## src/rtl/pkt_buffer_writer_if.sv

```systemverilog
// Shared types and the bundled port interface of the packet-buffer writer:
// RX flit stream in, emptylist pop, packet-buffer write port, metadata out.
package pkt_buffer_pkg;
    localparam int PKT_AWIDTH    = 9;
    localparam int FLIT_IDX_W    = 5;
    localparam int PKTBUF_AWIDTH = PKT_AWIDTH + FLIT_IDX_W;
    localparam int LEN_W         = 16;

    localparam logic [2:0] PKT_PCIE = 3'b001;
    localparam logic [2:0] PKT_ETH  = 3'b010;
    localparam logic [2:0] PKT_DROP = 3'b100;

    typedef struct packed {
        logic [511:0] data;
        logic         sop;
        logic         eop;
        logic [5:0]   empty;
    } flit_t;

    typedef struct packed {
        logic [PKT_AWIDTH-1:0] pkt_id;
        logic [5:0]            flits;
        logic [LEN_W-1:0]      len;
        logic [2:0]            pkt_flags;
        logic [7:0]            port;
        logic [31:0]           hash;
    } metadata_t;
endpackage

interface pkt_buffer_writer_if;
    import pkt_buffer_pkg::*;

    logic                     in_sop;
    logic                     in_eop;
    logic                     in_valid;
    logic [511:0]             in_data;
    logic [5:0]               in_empty;
    logic [2:0]               in_pkt_flags;
    logic                     in_ready;
    logic [PKT_AWIDTH-1:0]    emptylist_out_data;
    logic                     emptylist_out_valid;
    logic                     emptylist_out_ready;
    logic [PKTBUF_AWIDTH-1:0] pkt_buffer_address;
    logic                     pkt_buffer_write;
    flit_t                    pkt_buffer_writedata;
    logic                     meta_valid;
    metadata_t                meta_data;
    logic                     meta_ready;

    // Writer's view: it masters the packet-buffer port and the metadata record
    modport master (
        input  in_sop, in_eop, in_valid, in_data, in_empty, in_pkt_flags,
        output in_ready,
        input  emptylist_out_data, emptylist_out_valid,
        output emptylist_out_ready,
        output pkt_buffer_address, pkt_buffer_write, pkt_buffer_writedata,
        output meta_valid, meta_data,
        input  meta_ready
    );

    // Surrounding logic: RX source, emptylist, packet buffer, data mover
    modport slave (
        output in_sop, in_eop, in_valid, in_data, in_empty, in_pkt_flags,
        input  in_ready,
        output emptylist_out_data, emptylist_out_valid,
        input  emptylist_out_ready,
        input  pkt_buffer_address, pkt_buffer_write, pkt_buffer_writedata,
        input  meta_valid, meta_data,
        output meta_ready
    );
endinterface

```

## src/rtl/pkt_buffer_writer.sv

```systemverilog
// Ingress packet-buffer writer: pops a free packet ID, stores each flit at
// (pktID << 5) + flit index and emits one metadata record per packet.
module pkt_buffer_writer
    import pkt_buffer_pkg::*;
#(
    parameter int MAX_FLITS = 32,
    parameter int LEN_WIDTH = LEN_W
) (
    input  logic                 clk,
    input  logic                 rst,
    pkt_buffer_writer_if.master  bus
);
    // Flit counter wide enough that count*64 overflows LEN_WIDTH before it wraps
    localparam int CNT_W  = LEN_WIDTH - 6 + 1;
    localparam int BYTE_W = CNT_W + 6;

    typedef enum logic {IDLE, WRITE} state_t;

    state_t                state;
    logic                  id_held;
    logic [PKT_AWIDTH-1:0] pkt_id;
    logic [CNT_W-1:0]      flit_cnt;
    logic                  truncated;
    logic [2:0]            pkt_flags_q;

    logic                  accept;
    logic                  in_pkt;
    logic                  do_write;
    logic                  close_pkt;
    logic                  trunc_now;
    logic [2:0]            flags_eff;
    logic [CNT_W-1:0]      cur_idx;
    logic [CNT_W-1:0]      next_cnt;
    logic [BYTE_W-1:0]     byte_cnt;
    logic [LEN_WIDTH-1:0]  len_sat;
    logic [5:0]            flits_min;
    metadata_t             meta_next;

    // A stalled full meta register blocks input; no ID means nothing to write into
    assign bus.emptylist_out_ready = !id_held && !rst;
    assign bus.in_ready = id_held && !(bus.meta_valid && !bus.meta_ready) && !rst;

    // Per-flit decode: index, write decision, truncation and the record to load
    always_comb begin
        // NOTE: every signal gets a default first so no path can infer a latch.
        meta_next = '0;
        accept    = bus.in_valid && bus.in_ready;
        in_pkt    = (state == WRITE) || bus.in_sop;
        cur_idx   = (state == WRITE) ? flit_cnt : '0;
        next_cnt  = (&cur_idx) ? cur_idx : cur_idx + 1'b1;
        do_write  = accept && in_pkt && (cur_idx < CNT_W'(MAX_FLITS));
        close_pkt = accept && in_pkt && bus.in_eop;
        trunc_now = ((state == WRITE) && truncated) || (cur_idx >= CNT_W'(MAX_FLITS));
        flags_eff = (state == WRITE) ? pkt_flags_q : bus.in_pkt_flags;
        byte_cnt  = {next_cnt, 6'b0} - BYTE_W'(bus.in_empty);
        len_sat   = (byte_cnt > BYTE_W'({LEN_WIDTH{1'b1}})) ? '1 : byte_cnt[LEN_WIDTH-1:0];
        flits_min = (next_cnt > CNT_W'(MAX_FLITS)) ? 6'(MAX_FLITS) : 6'(next_cnt);

        meta_next.pkt_id    = pkt_id;
        meta_next.flits     = flits_min;
        meta_next.len       = LEN_W'(len_sat);
        meta_next.pkt_flags = trunc_now ? PKT_DROP : flags_eff;
    end

    // Packet FSM: ID ownership, flit counting, write strobe and meta handshake
    always_ff @(posedge clk) begin
        if (rst) begin
            state                  <= IDLE;
            id_held                <= 1'b0;
            pkt_id                 <= '0;
            flit_cnt               <= '0;
            truncated              <= 1'b0;
            pkt_flags_q            <= '0;
            bus.pkt_buffer_write   <= 1'b0;
            bus.pkt_buffer_address <= '0;
            bus.meta_valid         <= 1'b0;
        end else begin
            // NOTE: non-blocking assignments throughout; later ones in this block
            // deliberately override earlier ones (new record beats retirement).
            bus.pkt_buffer_write <= do_write;
            if (do_write) begin
                bus.pkt_buffer_address <= {pkt_id, cur_idx[FLIT_IDX_W-1:0]};
            end

            if (bus.meta_ready) begin
                bus.meta_valid <= 1'b0;
            end

            if (bus.emptylist_out_valid && bus.emptylist_out_ready) begin
                id_held <= 1'b1;
                pkt_id  <= bus.emptylist_out_data;
            end

            if (accept && in_pkt) begin
                if (bus.in_eop) begin
                    state          <= IDLE;
                    id_held        <= 1'b0;
                    bus.meta_valid <= 1'b1;
                    flit_cnt       <= '0;
                    truncated      <= 1'b0;
                end else begin
                    state       <= WRITE;
                    flit_cnt    <= next_cnt;
                    truncated   <= trunc_now;
                    pkt_flags_q <= flags_eff;
                end
            end
        end
    end

    // Payload and record capture, qualified by the strobes above
    always_ff @(posedge clk) begin
        // NOTE: wide payload/record registers are not reset; only their valid
        // strobes are, so stale contents are never observed as valid.
        if (do_write) begin
            bus.pkt_buffer_writedata <= {bus.in_data, bus.in_sop, bus.in_eop, bus.in_empty};
        end
        if (close_pkt) begin
            bus.meta_data <= meta_next;
        end
    end
endmodule
```

## src/flat_wrapper.sv

```systemverilog
// flat-port wrapper written by rule: the top's interface ports become plain ports
module pkt_buffer_writer_flat import pkt_buffer_pkg::*;
#(
    parameter int MAX_FLITS = 32,
    parameter int LEN_WIDTH = LEN_W
)
  (clk, rst, bus_in_sop, bus_in_eop, bus_in_valid, bus_in_data, bus_in_empty, bus_in_pkt_flags, bus_in_ready, bus_emptylist_out_data, bus_emptylist_out_valid, bus_emptylist_out_ready, bus_pkt_buffer_address, bus_pkt_buffer_write, bus_pkt_buffer_writedata, bus_meta_valid, bus_meta_data, bus_meta_ready);
  pkt_buffer_writer_if bus_i ();
  input  logic clk;
  input  logic rst;
  input wire logic [$bits(bus_i.in_sop)-1:0] bus_in_sop;
  input wire logic [$bits(bus_i.in_eop)-1:0] bus_in_eop;
  input wire logic [$bits(bus_i.in_valid)-1:0] bus_in_valid;
  input wire logic [$bits(bus_i.in_data)-1:0] bus_in_data;
  input wire logic [$bits(bus_i.in_empty)-1:0] bus_in_empty;
  input wire logic [$bits(bus_i.in_pkt_flags)-1:0] bus_in_pkt_flags;
  output wire logic [$bits(bus_i.in_ready)-1:0] bus_in_ready;
  input wire logic [$bits(bus_i.emptylist_out_data)-1:0] bus_emptylist_out_data;
  input wire logic [$bits(bus_i.emptylist_out_valid)-1:0] bus_emptylist_out_valid;
  output wire logic [$bits(bus_i.emptylist_out_ready)-1:0] bus_emptylist_out_ready;
  output wire logic [$bits(bus_i.pkt_buffer_address)-1:0] bus_pkt_buffer_address;
  output wire logic [$bits(bus_i.pkt_buffer_write)-1:0] bus_pkt_buffer_write;
  output wire logic [$bits(bus_i.pkt_buffer_writedata)-1:0] bus_pkt_buffer_writedata;
  output wire logic [$bits(bus_i.meta_valid)-1:0] bus_meta_valid;
  output wire logic [$bits(bus_i.meta_data)-1:0] bus_meta_data;
  input wire logic [$bits(bus_i.meta_ready)-1:0] bus_meta_ready;
  assign bus_i.in_sop = bus_in_sop;
  assign bus_i.in_eop = bus_in_eop;
  assign bus_i.in_valid = bus_in_valid;
  assign bus_i.in_data = bus_in_data;
  assign bus_i.in_empty = bus_in_empty;
  assign bus_i.in_pkt_flags = bus_in_pkt_flags;
  assign bus_in_ready = bus_i.in_ready;
  assign bus_i.emptylist_out_data = bus_emptylist_out_data;
  assign bus_i.emptylist_out_valid = bus_emptylist_out_valid;
  assign bus_emptylist_out_ready = bus_i.emptylist_out_ready;
  assign bus_pkt_buffer_address = bus_i.pkt_buffer_address;
  assign bus_pkt_buffer_write = bus_i.pkt_buffer_write;
  assign bus_pkt_buffer_writedata = bus_i.pkt_buffer_writedata;
  assign bus_meta_valid = bus_i.meta_valid;
  assign bus_meta_data = bus_i.meta_data;
  assign bus_i.meta_ready = bus_meta_ready;
  pkt_buffer_writer #(.MAX_FLITS(MAX_FLITS), .LEN_WIDTH(LEN_WIDTH)) u_core (.clk(clk), .rst(rst), .bus(bus_i));
endmodule
```

## config.mk

```make
export PLATFORM = sky130hd
export DESIGN_NAME = pkt_buffer_writer_flat
export DESIGN_NICKNAME = d
export VERILOG_FILES = /design/src/rtl/pkt_buffer_writer_if.sv /design/src/rtl/pkt_buffer_writer.sv /design/src/flat_wrapper.sv
export SDC_FILE = /design/constraint.sdc
export NUM_CORES = 1
export LEC_CHECK = 0
export BUFFER_PORTS_ARGS = -buffer_cell sky130_fd_sc_hd__buf_2
export CAP_MARGIN = 20
export CORE_AREA = 2 2 451 453
export DETAILED_ROUTE_END_ITERATION = 8
export DIE_AREA = 0 0 453 455
export GPL_TIMING_DRIVEN = 0
export SYNTH_ARGS = -nofsm -noshare
export SYNTH_HDL_FRONTEND = slang
export SYNTH_SLANG_ARGS = --single-unit
export TNS_END_PERCENT = 5
```

## constraint.sdc

```tcl
create_clock -name clk -period 10.2 [get_ports clk]
set_input_delay 1.53 -clock clk [delete_from_list [all_inputs] [get_ports clk]]
set_output_delay 1.53 -clock clk [all_outputs]
set_load 0.005 [all_outputs]
```

# After elaboration in Yosys (flattened, before gate mapping)
# Cells that the tools add are included.
# op_classes
addsub	2
order_cmp	4
mux	12
bitwise	1
n_reduce_logical	18
# ops
operator	n
two-way mux 11 bit	3
> comparator 17 x 16 -> 1 bit (second input constant)	1
subtractor 17 x 6 -> 17 bit	1
adder 11 x 1 -> 11 bit (second input constant)	1
>= comparator 11 x 6 -> 1 bit (second input constant)	1
> comparator 11 x 6 -> 1 bit (second input constant)	1
< comparator 11 x 6 -> 1 bit (second input constant)	1
AND reduction 11 bit	1
logical AND 1 bit	10
two-way mux 1 bit	8
logical NOT 1 bit	4
two-way mux 3 bit	1
logical OR 1 bit	2
AND reduction 2 bit	1
NOT 1 bit	1
# totals
regBits	596
out_inout_bits	612

# Logic depth before layout (Yosys ltp)
# Gate-level depths: netlist of run 1.
# depth
ltp_word	8
ltp_mapped	13
ltp_nobuf	9

# Worst setup path after synthesis of run 1
# Ideal clock, no wire load.
# synth_path
path_kind	input to register
start	in rst
end	reg, netlist name u_core.bus.pkt_buffer_writedata[0]
arrival_time_ns	8.332
required_time_ns	9.540
path_slack_ns	1.209
cell_stages	6
path_buffers	2
cell_sequence	nor2b_1 o2111ai_1 a21o_1 buf_2 inv_2 buf_2
# synth_via
elab_chain_len	5
# synth_lines
element	line_no	rtl
from (decl)	flat_wrapper.sv:10	input logic rst;
logical NOT 1 bit	pkt_buffer_writer.sv:41	assign bus.in_ready = id_held && !(bus.meta_valid && !bus.meta_ready) && !rst;
logical AND 1 bit	pkt_buffer_writer.sv:41	
logical AND 1 bit	pkt_buffer_writer.sv:47	accept = bus.in_valid && bus.in_ready;
logical AND 1 bit (2 in a row)	pkt_buffer_writer.sv:51	do_write = accept && in_pkt && (cur_idx < CNT_W'(MAX_FLITS));
via u_core.do_write	pkt_buffer_writer.sv:28	logic do_write;
# The timed path passes the listed nets, and every way through them passes these cells.
# A chain may end at the register's enable or synchronous reset.

# Worst setup path after layout of run 1
# layout_path
start	in rst
end	reg, netlist name u_core.bus.pkt_buffer_writedata[413]
# layout_via
elab_chain_len	5
# layout_lines
element	line_no
logical NOT 1 bit	pkt_buffer_writer.sv:41
logical AND 1 bit	pkt_buffer_writer.sv:41
logical AND 1 bit	pkt_buffer_writer.sv:47
logical AND 1 bit (2 in a row)	pkt_buffer_writer.sv:51
via u_core.do_write	pkt_buffer_writer.sv:28
# The timed path passes the listed nets, and every way through them passes these cells.

==> out/summary.txt, run 1 <==
Arr. time, crit path = 5200 ps
Count leader, synth = edfxtp_1
Final #Nets = 2714
Cts repair resizes = 0
Clk slew on worst S/H paths = 60 ps
Netlist cell types = 62
Max-Cap Viols = 0
Power per standard cell area = 189 nW/um^2
Clk root buf = clkbuf_16
Comb pwr share = 0.041
CP Launch Type = primary input
Core ar. = 201000 um^2
WP data required = 10500 ps
Post-place setup slack = 4250 ps
Hold_ws = 455 ps
Synth area leader = edfxtp_1
Synth-to-Final Area Change = 61.3%
Clk_skew = 26.7 ps
Final worst slack = 5300 ps
Final Util = 0.157
Worst Path Max Fanout = 112
Syn_area_per_cell = 20.8 um^2
Int Pwr = 0.00462 W
Sequential power share = 0.455
Hold-fix buffers, CTS = 0
Commonest cells in the synthesized netlist = edfxtp_1 (554), nand2_1 (57), nor2_1 (44)
Vias in the first global route = 14093
Gr usage total = 0.140
Share of the synthesized area in the top cell type = 0.848
Post-route ant nets = 0
Fill count = 22364
Routability cong. = 1.08
Synthesized area = 19600 um^2
Routed WL = 153000 um
CP Capture Type = flip-flop
Gr ovfl total = 0
Top FF cell, synth = edfxtp_1
Largest cells by area after synthesis = edfxtp_1 (85%), dfxtp_1 (4.3%), buf_4 (1.5%), nand2_1 (1.1%), a21oi_1 (0.87%)
Post-CTS setup buffer count = 0
Row count = 165
Slew @ Worst Pin = 948 ps
Routed WL per cell = 31.0 um
First-pass DRT Iterations = 5
CTS buffer count = 75
First-pass GRT wire length = 179000 um
Full die area = 206000 um^2
Initial antenna violation count = 196
Setup Viol. Count Final = 0
CTS tree = built
Net Switching = 0.00137 W
# port buffers = 1108
Clock sinks = 596
Worst path cell trace = buf_2, nor2b_1, o2111ai_1, a21o_1, buf_2, inv_2, buf_8, buf_16, buf_16
Final Cycle Share = 0.481
Post-synth EDFFs = 554
# H-tree levels = 3
Number of DRC markers in iteration 0 = 1605
Switching Fraction = 0.229
Max incr delay on CP = 730 ps
RSZ-0062 raised after global routing = false
Die Span X = 453 um
Final Hold Vio Count = 0
Via count = 14945
Status = finished clean
Design Power = 0.00600 W
Clock tree buffer depth = 3
Vias per cell = 3.03
Worst-skew pair later-pin latency = 700 ps
Share of cells above drive strength 1 = 0.594
Initial Util = 0.0975
Die H = 455 um
IO Pins = 1149
Clk pwr share = 0.504
Fin crit period = 4900 ps
Hold crit path type = reg -> reg
Worst vdd ir = 0.0886 mV
Relative slew slack = 0.366
Largest net degree at the start of global routing = 115
Critical path's slowest cell = nor2b_1
Critical Setup Path Class = in -> reg
Register area share after synthesis = 0.891
Final HPWL DP = 133000 um
Yosys reg bits = 596
Syn Inst Count = 943
Leakage = 12.3 nW
Achievable frequency = 204 MHz
Synth async-reset ratio = 0
Post-route DRC = 0
Final Slew Violations = 0
Yosys warns = 0
-- layout by cell type, fill, tap and decap left out, types with 17 or more instances in the layout --
master and instances:
buf_2 1115, edfxtp_1 554, clkbuf_16 75, nand2_1 57
nor2_1 43, dfxtp_1 42, buf_4 40, conb_1 40
a21oi_1 34, diode_2 24, o21ai_0 17
-- worst paths after layout --
kind / startpoint / to / slack [ps] / cells after the start
setup / recovery: rst / u_core.bus.pkt_buffer_writedata[413] / 5300 / 9
hold / removal: u_core.bus.pkt_buffer_address[6] / u_core.bus.pkt_buffer_address[6] / 460 / 2
setup reg to reg: u_core.id_held / u_core.bus.pkt_buffer_writedata[413] / 5910 / 8
hold reg to reg: u_core.bus.pkt_buffer_address[6] / u_core.bus.pkt_buffer_address[6] / 460 / 2
-- area by class of cell --
type | instances | area (um^2) | share of cell area
tap | 2672 | 3340 | 0.106
sequential | 596 | 17500 | 0.552
inverter | 9 | 33.8 | 0.00107
antenna | 24 | 60.1 | 0.00190
multi-input combinational | 313 | 1820 | 0.0575
timing repair buffer | 1115 | 5720 | 0.181
buffer | 64 | 457 | 0.0144
clock inverter | 52 | 766 | 0.0242
clock buffer | 87 | 1980 | 0.0626
-- worst max-delay path, delay by kind of cell --
| family | cells | cell delay, ps |
|---|---|---|
| buffers and inverters | 6 | 1780 |
| AOI/OAI and AO/OA | 2 | 910 |
| and+or+nand+nor | 1 | 730 |
-- metrics by stage --
step / area, um^2 / instances / setup TNS, ps
6_report: 31700 / 4932 / 0
5_1_grt: 31600 / 4921 / 0
4_1_cts: 31600 / 4908 / 0
3_5_place_dp: 28900 / 4769 / 0
3_3_place_gp: 28700 / 4762 / -2024800
2_1_floorplan: 19800 / 982 / 0
-- flip-flops by register name (all words and copies together) (netlist names) --
signal	cells
u_core.state	1
u_core.pkt_id	9
u_core.bus.pkt_buffer_write	1
u_core.pkt_flags_q	3
u_core.bus.meta_data	34
u_core.bus.meta_valid	1
u_core.truncated	1
u_core.bus.pkt_buffer_address	14
u_core.bus.pkt_buffer_writedata	520
u_core.id_held	1
u_core.flit_cnt	11
-- power groups by stage --
stage               Sequential (W)  Combinational [W]  Clock, W
floorplan                  0.00279          0.0000423         0
global route               0.00273           0.000266   0.00321
finish                     0.00273           0.000246   0.00302
global placement           0.00280           0.000238         0
detailed placement         0.00278           0.000248         0
CTS                        0.00273           0.000249   0.00313
-- cells by family after synthesis --
group	share of synthesized area
flip-flops	0.891
AND/OR/NAND/NOR	0.0472
AO/OA/AOI/OAI	0.0262
buffers and inverters	0.0245
XOR/XNOR	0.00625
multiplexers	0.00319
adder cells (fa/ha/maj)	0.00191
other	0.000191
-- layer usage --
layer  global-route usage  share of wire  up-vias
met3               0.0951           0.15      495
li1                     -              -     6048
met1                0.129           0.30     7234
met4               0.0360          0.038       16
met2                0.249           0.50     1152
met5               0.0175         0.0051        -
(Power assumes the default switching activity.)
==> run 2: changes to the inputs <==
--- a/config.mk
+++ b/config.mk
@@ -7,9 +7,9 @@
 export LEC_CHECK = 0
 export BUFFER_PORTS_ARGS = -buffer_cell sky130_fd_sc_hd__buf_2
 export CAP_MARGIN = 20
-export CORE_AREA = 2 2 451 453
+export CORE_AREA = 2 2 446 448
 export DETAILED_ROUTE_END_ITERATION = 8
-export DIE_AREA = 0 0 453 455
+export DIE_AREA = 0 0 448 450
 export GPL_TIMING_DRIVEN = 0
 export SYNTH_ARGS = -nofsm -noshare
 export SYNTH_HDL_FRONTEND = slang
==> constraint.sdc (replaced) <==
create_clock -name clk -period 4.3 [get_ports clk]
set_input_delay 0.645 -clock clk [delete_from_list [all_inputs] [get_ports clk]]
set_output_delay 0.645 -clock clk [all_outputs]
set_load 0.005 [all_outputs]
==> out/summary.txt, run 2 (same netlist as run 1, synthesis figures left out) <==
Status = finished clean
Power per standard cell area = 437 nW/um^2 (+130%)
Hold_ws = 98.1 ps (-357 ps)
Clk slew on worst S/H paths = 70 ps (about the same)
Clock sinks = 596 (unchanged)
Die H = 450 um (-1.1%)
CP Capture Type = flip-flop
Non-Filler Instances = 4899 (-0.67%)
CP Launch Type = flip-flop
Vias in the first global route = 14189 (+0.68%)
Clock tree buffer depth = 3 (unchanged)
Post-route DRC = 0 (unchanged)
Row count = 163 (-1.2%)
Worst vdd ir = 0.274 mV (+210%)
Commonest non-fill, non-tap cell in the layout = buf_2
Die Span X = 448 um (-1.1%)
WP data required = 4660 ps (-5840 ps)
Critical Setup Path Class = reg -> reg
Final HPWL DP = 138000 um (+3.5%)
Clk root buf = clkbuf_16
Share of cells above drive strength 1 = 0.591 (-0.00374)
Number of DRC markers in iteration 0 = 1223 (-24%)
Clk_skew = 35.8 ps (+9.03 ps)
CTS tree = built
Full die area = 202000 um^2 (-2.2%)
Routed WL = 158000 um (+3.5%)
Arr. time, crit path = 4290 ps (-910 ps)
RSZ-0062 raised after global routing = false
Core ar. = 197000 um^2 (-2.3%)
Gr usage total = 0.150 (+0.00989)
Hold crit path type = in -> reg
Relative slew slack = 0.369 (+0.00289)
Top flop regs = u_core.bus.pkt_buffer_writedata: 520 flops, u_core.bus.meta_data: 34 flops, u_core.bus.pkt_buffer_address: 14 flops
Post-route ant nets = 0 (unchanged)
First-pass GRT wire length = 185000 um (+3.9%)
Largest net degree at the start of global routing = 114 (-0.87%)
# port buffers = 1108 (unchanged)
Synth-to-Final Area Change = 60.1%
Via count = 15094 (+1.0%)
Routed WL per cell = 32.4 um (+4.2%)
IO Pins = 1149 (unchanged)
Initial antenna violation count = 222 (+13%)
Gr ovfl total = 0 (unchanged)
Final Slew Violations = 0 (unchanged)
# H-tree levels = 3 (unchanged)
Post-CTS setup buffer count = 0 (unchanged)
Initial Util = 0.0998 (+0.00232)
Final #Nets = 2717 (+0.11%)
Fin crit period = 3930 ps
Final Hold Vio Count = 0 (unchanged)
Leakage = 12.1 nW (-0.97%)
Fill count = 21874 (-2.2%)
Achievable frequency = 255 MHz
Max-Cap Viols = 0 (unchanged)
Vias per cell = 3.08 (+1.7%)
Final Cycle Share = 0.914
Commonest cells after routing, fill and taps aside = buf_2 (1116), edfxtp_1 (554), clkbuf_16 (78)
Cell total after placement = 4736 (-0.69%)
CTS buffer count = 77 (+2.7%)
First-pass DRT Iterations = 6 (+1)
Largest Register = u_core.bus.pkt_buffer_writedata
Hold-fix buffers, CTS = 0 (unchanged)
Worst Path Max Fanout = 81 (-28%)
Final Util = 0.160 (+0.00252)
Worst-skew pair later-pin latency = 720 ps (+20 ps)
Setup Viol. Count Final = 0 (unchanged)
Max FFs per register = 520 (unchanged)
Routability cong. = 1.01 (-6.5%)
Slew @ Worst Pin = 946 ps (-2.38 ps)
==> run 2: cell count changes in the layout (fill, tap and decap cells not counted), sizes merged, moves of 5 or more <==
cell and delta:
clkbuf +8, bufinv -9, clkinvlp +6, diode -5
==> run 2: final timing paths <==
path	to	cells past startpoint	startpoint	slack, ps
worst max-delay path	u_core.bus.pkt_buffer_writedata[481]	9	u_core.state	370
worst min-delay path	u_core.bus.pkt_buffer_writedata[480]	1	bus_in_data[472]	100
worst max register to register	u_core.bus.pkt_buffer_writedata[481]	9	u_core.state	370
worst min register to register	u_core.bus.pkt_buffer_address[12]	2	u_core.bus.pkt_buffer_address[12]	460
==> run 2: area by class of cell <==
type                    count  area, um^2  share of cell area
inverters                   9        33.8             0.00108
clock buffers              94        2000              0.0637
diodes                     19        47.5             0.00151
repair buffers           1116        5760               0.183
well taps                2640        3300               0.105
plain buffers              64         458              0.0146
multi-input cells         313        1840              0.0584
flip-flops and latches    596       17500               0.556
clock inverters            48         500              0.0159
==> run 2: what timing repair did <==
action,CTS,global route
resized for setup,3,1
setup endpoints to repair,239,76
gates cloned,1,1
==> run 2: through the flow <==
stage	setup TNS (ps)	setup WS [ps]	instance area [um^2]	power [W]
floorplan	0	189	19800	0.00670
global placement	-1253260	-2440	28600	0.00718
detailed placement	-229510	-920	28800	0.00719
CTS	0	27.9	31300	0.0140
global route	0	124	31400	0.0142
finish	0	371	31400	0.0137
==> run 2: metal layers <==
metal,vias up,GRT usage,wire [um]
met4,8,0.0485,6410
met2,1220,0.273,81500
met1,7279,0.135,47800
met5,-,0,43
li1,6050,-,-
met3,537,0.0946,22800
==> run 2: power by group <==
part	switching [W]	total (W)	internal, W
clock	0.00294	0.00666	0.00373
sequential	0.0000363	0.00647	0.00644
combinational	0.000324	0.000589	0.000265
total	0.00330	0.0137	0.0104
==> run 2: critical path: stages (launching register included) <==
cell       delay (ps)
dfxtp_1           440
buf_2             340
o2111ai_2         310
a21o_1            240
buf_2             240
inv_2             140
buf_8             390
buf_16            330
buf_16            400
bufbuf_16         560
==> run 3: changes to the inputs <==
--- a/config.mk
+++ b/config.mk
@@ -14,4 +14,3 @@
 export SYNTH_ARGS = -nofsm -noshare
 export SYNTH_HDL_FRONTEND = slang
 export SYNTH_SLANG_ARGS = --single-unit
-export TNS_END_PERCENT = 5
==> constraint.sdc (replaced) <==
create_clock -name clk -period 4.3 [get_ports clk]
set_input_delay 1.29 -clock clk [delete_from_list [all_inputs] [get_ports clk]]
set_output_delay 1.29 -clock clk [all_outputs]
set_load 0.005 [all_outputs]
==> out/summary.txt, run 3 (same netlist as run 1, synthesis figures left out) <==
Status = finished clean
WP data required = 4740 ps (+80 ps)
CP Capture Type = flip-flop
Worst-skew pair later-pin latency = 680 ps (-40 ps)
Die Span X = 448 um (unchanged)
Leakage = 12.1 nW (-0.64%)
Worst R2R End = u_core.bus.meta_data[58]
Worst hold stages = 2 (+1)
R2R Setup Slk = 240 ps (-140 ps)
Hold-fix buffers, CTS = 0 (unchanged)
Final Hold Vio Count = 0 (unchanged)
Final std cell area, no fill = 31300 um^2 (-0.51%)
Net Switching = 0.00314 W (-4.7%)
Path depth of the worst reg2reg path = 10 (+1)
Commonest cells after routing, fill and taps aside = buf_2 (1116), edfxtp_1 (554), clkbuf_16 (79)
CTS buffer count = 75 (-2.6%)
Fin crit period = 4060 ps (+135 ps)
Arr. time, crit path = 4500 ps (+210 ps)
Final Slew Violations = 0 (unchanged)
Clock tree buffer depth = 3 (unchanged)
Post-route ant nets = 0 (unchanged)
Achievable frequency = 246 MHz (-3.3%)
Final worst slack = 236 ps (-135 ps)
Post-route DRC = 0 (unchanged)
Clk pwr share = 0.471 (-0.015)
Fill count = 21860 (-0.064%)
Synth-to-Final Area Change = 59.3%
Gr ovfl total = 0 (unchanged)
CTS tree = built
Die H = 450 um (unchanged)
Number of DRC markers in iteration 0 = 1202 (-1.7%)
Relative slew slack = 0.297 (-0.0724)
Post-DP Area = 28800 um^2 (about the same)
Cell total after placement = 4735 (-0.021%)
RSZ-0062 raised after global routing = false
Largest net degree at the start of global routing = 129 (+13%)
Final HPWL DP = 133000 um (-3.4%)
Routed WL per cell = 31.4 um (-2.9%)
CP Launch Type = flip-flop
Clk slew on worst S/H paths = 60 ps (about the same)
Switching Fraction = 0.235 (-0.00468)
Top flop regs = u_core.bus.pkt_buffer_writedata: 520 flops, u_core.bus.meta_data: 34 flops, u_core.bus.pkt_buffer_address: 14 flops
Row count = 163 (unchanged)
Hold path endpoint = u_core.bus.pkt_buffer_address[11]
Min-delay src = u_core.bus.pkt_buffer_address[11]
Design Power = 0.0133 W (-2.8%)
Non-Filler Instances = 4893 (-0.12%)
Core ar. = 197000 um^2 (unchanged)
Share of cells above drive strength 1 = 0.588 (-0.00255)
Power per standard cell area = 427 nW/um^2 (-2.3%)
Clk_skew = 34.0 ps (-1.81 ps)
Full die area = 202000 um^2 (unchanged)
IO Pins = 1149 (unchanged)
# H-tree levels = 3 (unchanged)
Vias in the first global route = 14165 (-0.17%)
First-pass DRT Iterations = 5 (-1)
Via count = 14803 (-1.9%)
Comb pwr share = 0.044 (about the same)
RR Startpoint = u_core.state
Vias per cell = 3.03 (-1.8%)
Worst Path Max Fanout = 10 (-88%)
Largest Register = u_core.bus.pkt_buffer_writedata
Int Pwr = 0.0102 W (-2.2%)
Max FFs per register = 520 (unchanged)
Sequential power share = 0.485 (+0.013)
Clk root buf = clkbuf_16
Routability cong. = 1.02 (+0.79%)
Hold crit path type = reg -> reg
# port buffers = 1108 (unchanged)
Max-Cap Viols = 0 (unchanged)
Routed WL = 154000 um (-3.1%)
Critical Setup Path Class = reg -> reg
Clock sinks = 596 (unchanged)
Worst vdd ir = 0.231 mV (-16%)
Initial antenna violation count = 204 (-8.1%)
Post-place setup slack = -1180 ps (-257 ps)
First-pass GRT wire length = 180000 um (-3.0%)
Setup Viol. Count Final = 0 (unchanged)
Commonest non-fill, non-tap cell in the layout = buf_2
Final #Nets = 2714 (-0.11%)
Initial Util = 0.0998 (unchanged)
Final Cycle Share = 0.945 (+0.0314)
Slew @ Worst Pin = 1050 ps (+109 ps)
Gr usage total = 0.145 (-0.00497)
[run 3: power by group through the flow]
stage	Sequential (W)	Clock, W	Combinational [W]
after global placement	0.00661	0	0.000568
after detailed placement	0.00660	0	0.000583
after floorplan	0.00660	0	0.000101
after global routing	0.00648	0.00672	0.000634
final	0.00648	0.00629	0.000585
after CTS	0.00648	0.00654	0.000590
[run 3: final cells by class]
cell class	count	area, um^2	share of cell area
antenna	22	55.1	0.00176
buffer	64	463	0.0148
clock buffer	95	2040	0.0652
clock inverter	39	325	0.0104
inverter	9	33.8	0.00108
multi-input combinational	313	1830	0.0586
sequential	596	17500	0.559
tap	2640	3300	0.106
timing repair buffer	1115	5730	0.183
[run 3: how the worst max path moves through the flow]
| stage | depth (start not counted) | slack, ps | to | startpoint |
|---|---|---|---|---|
| floorplan | 6 | 290 | u_core.bus.pkt_buffer_writedata[0] | rst |
| global placement | 9 | -2550 | u_core.bus.pkt_buffer_address[7] | rst |
| detailed placement | 9 | -1180 | u_core.bus.pkt_buffer_writedata[472] | rst |
| CTS | 9 | 60 | u_core.bus.pkt_buffer_writedata[309] | rst |
| global route | 10 | 9 | u_core.bus.meta_data[58] | u_core.state |
| finish | 10 | 240 | u_core.bus.meta_data[58] | u_core.state |
[run 3: stage by stage]
step | hold WS [ps] | TNS, ps | utilization
final | 461 | 0 | 0.159
after global placement | 441 | -993000 | 0.146
after floorplan | 431 | 0 | -
after detailed placement | 447 | -308050 | 0.146
after CTS | 462 | 0 | 0.159
after global routing | 486 | 0 | 0.159
[run 3: repair_timing]
action                                  CTS  global route
endpoints found under the hold margin     0             0
gates resized for setup                   3             0
cloned                                    1             1
buffers inserted                          0             0
endpoints found under the setup margin  133            38
[run 3: layer usage]
metal,share of wire,vias to the layer above,track usage
li1,-,6026,-
met1,0.31,7083,0.137
met3,0.14,502,0.0896
met4,0.037,14,0.0431
met2,0.51,1178,0.259
met5,0.00061,-,0
[run 3: critical path, stage by stage (launching register included)]
cell,delay [ps]
dfxtp_1,520
buf_2,370
buf_2,370
nand2_1,250
inv_1,130
ha_1,290
nand4_4,200
nor2_1,400
mux2i_1,580
and4bb_1,300
nor4_2,400
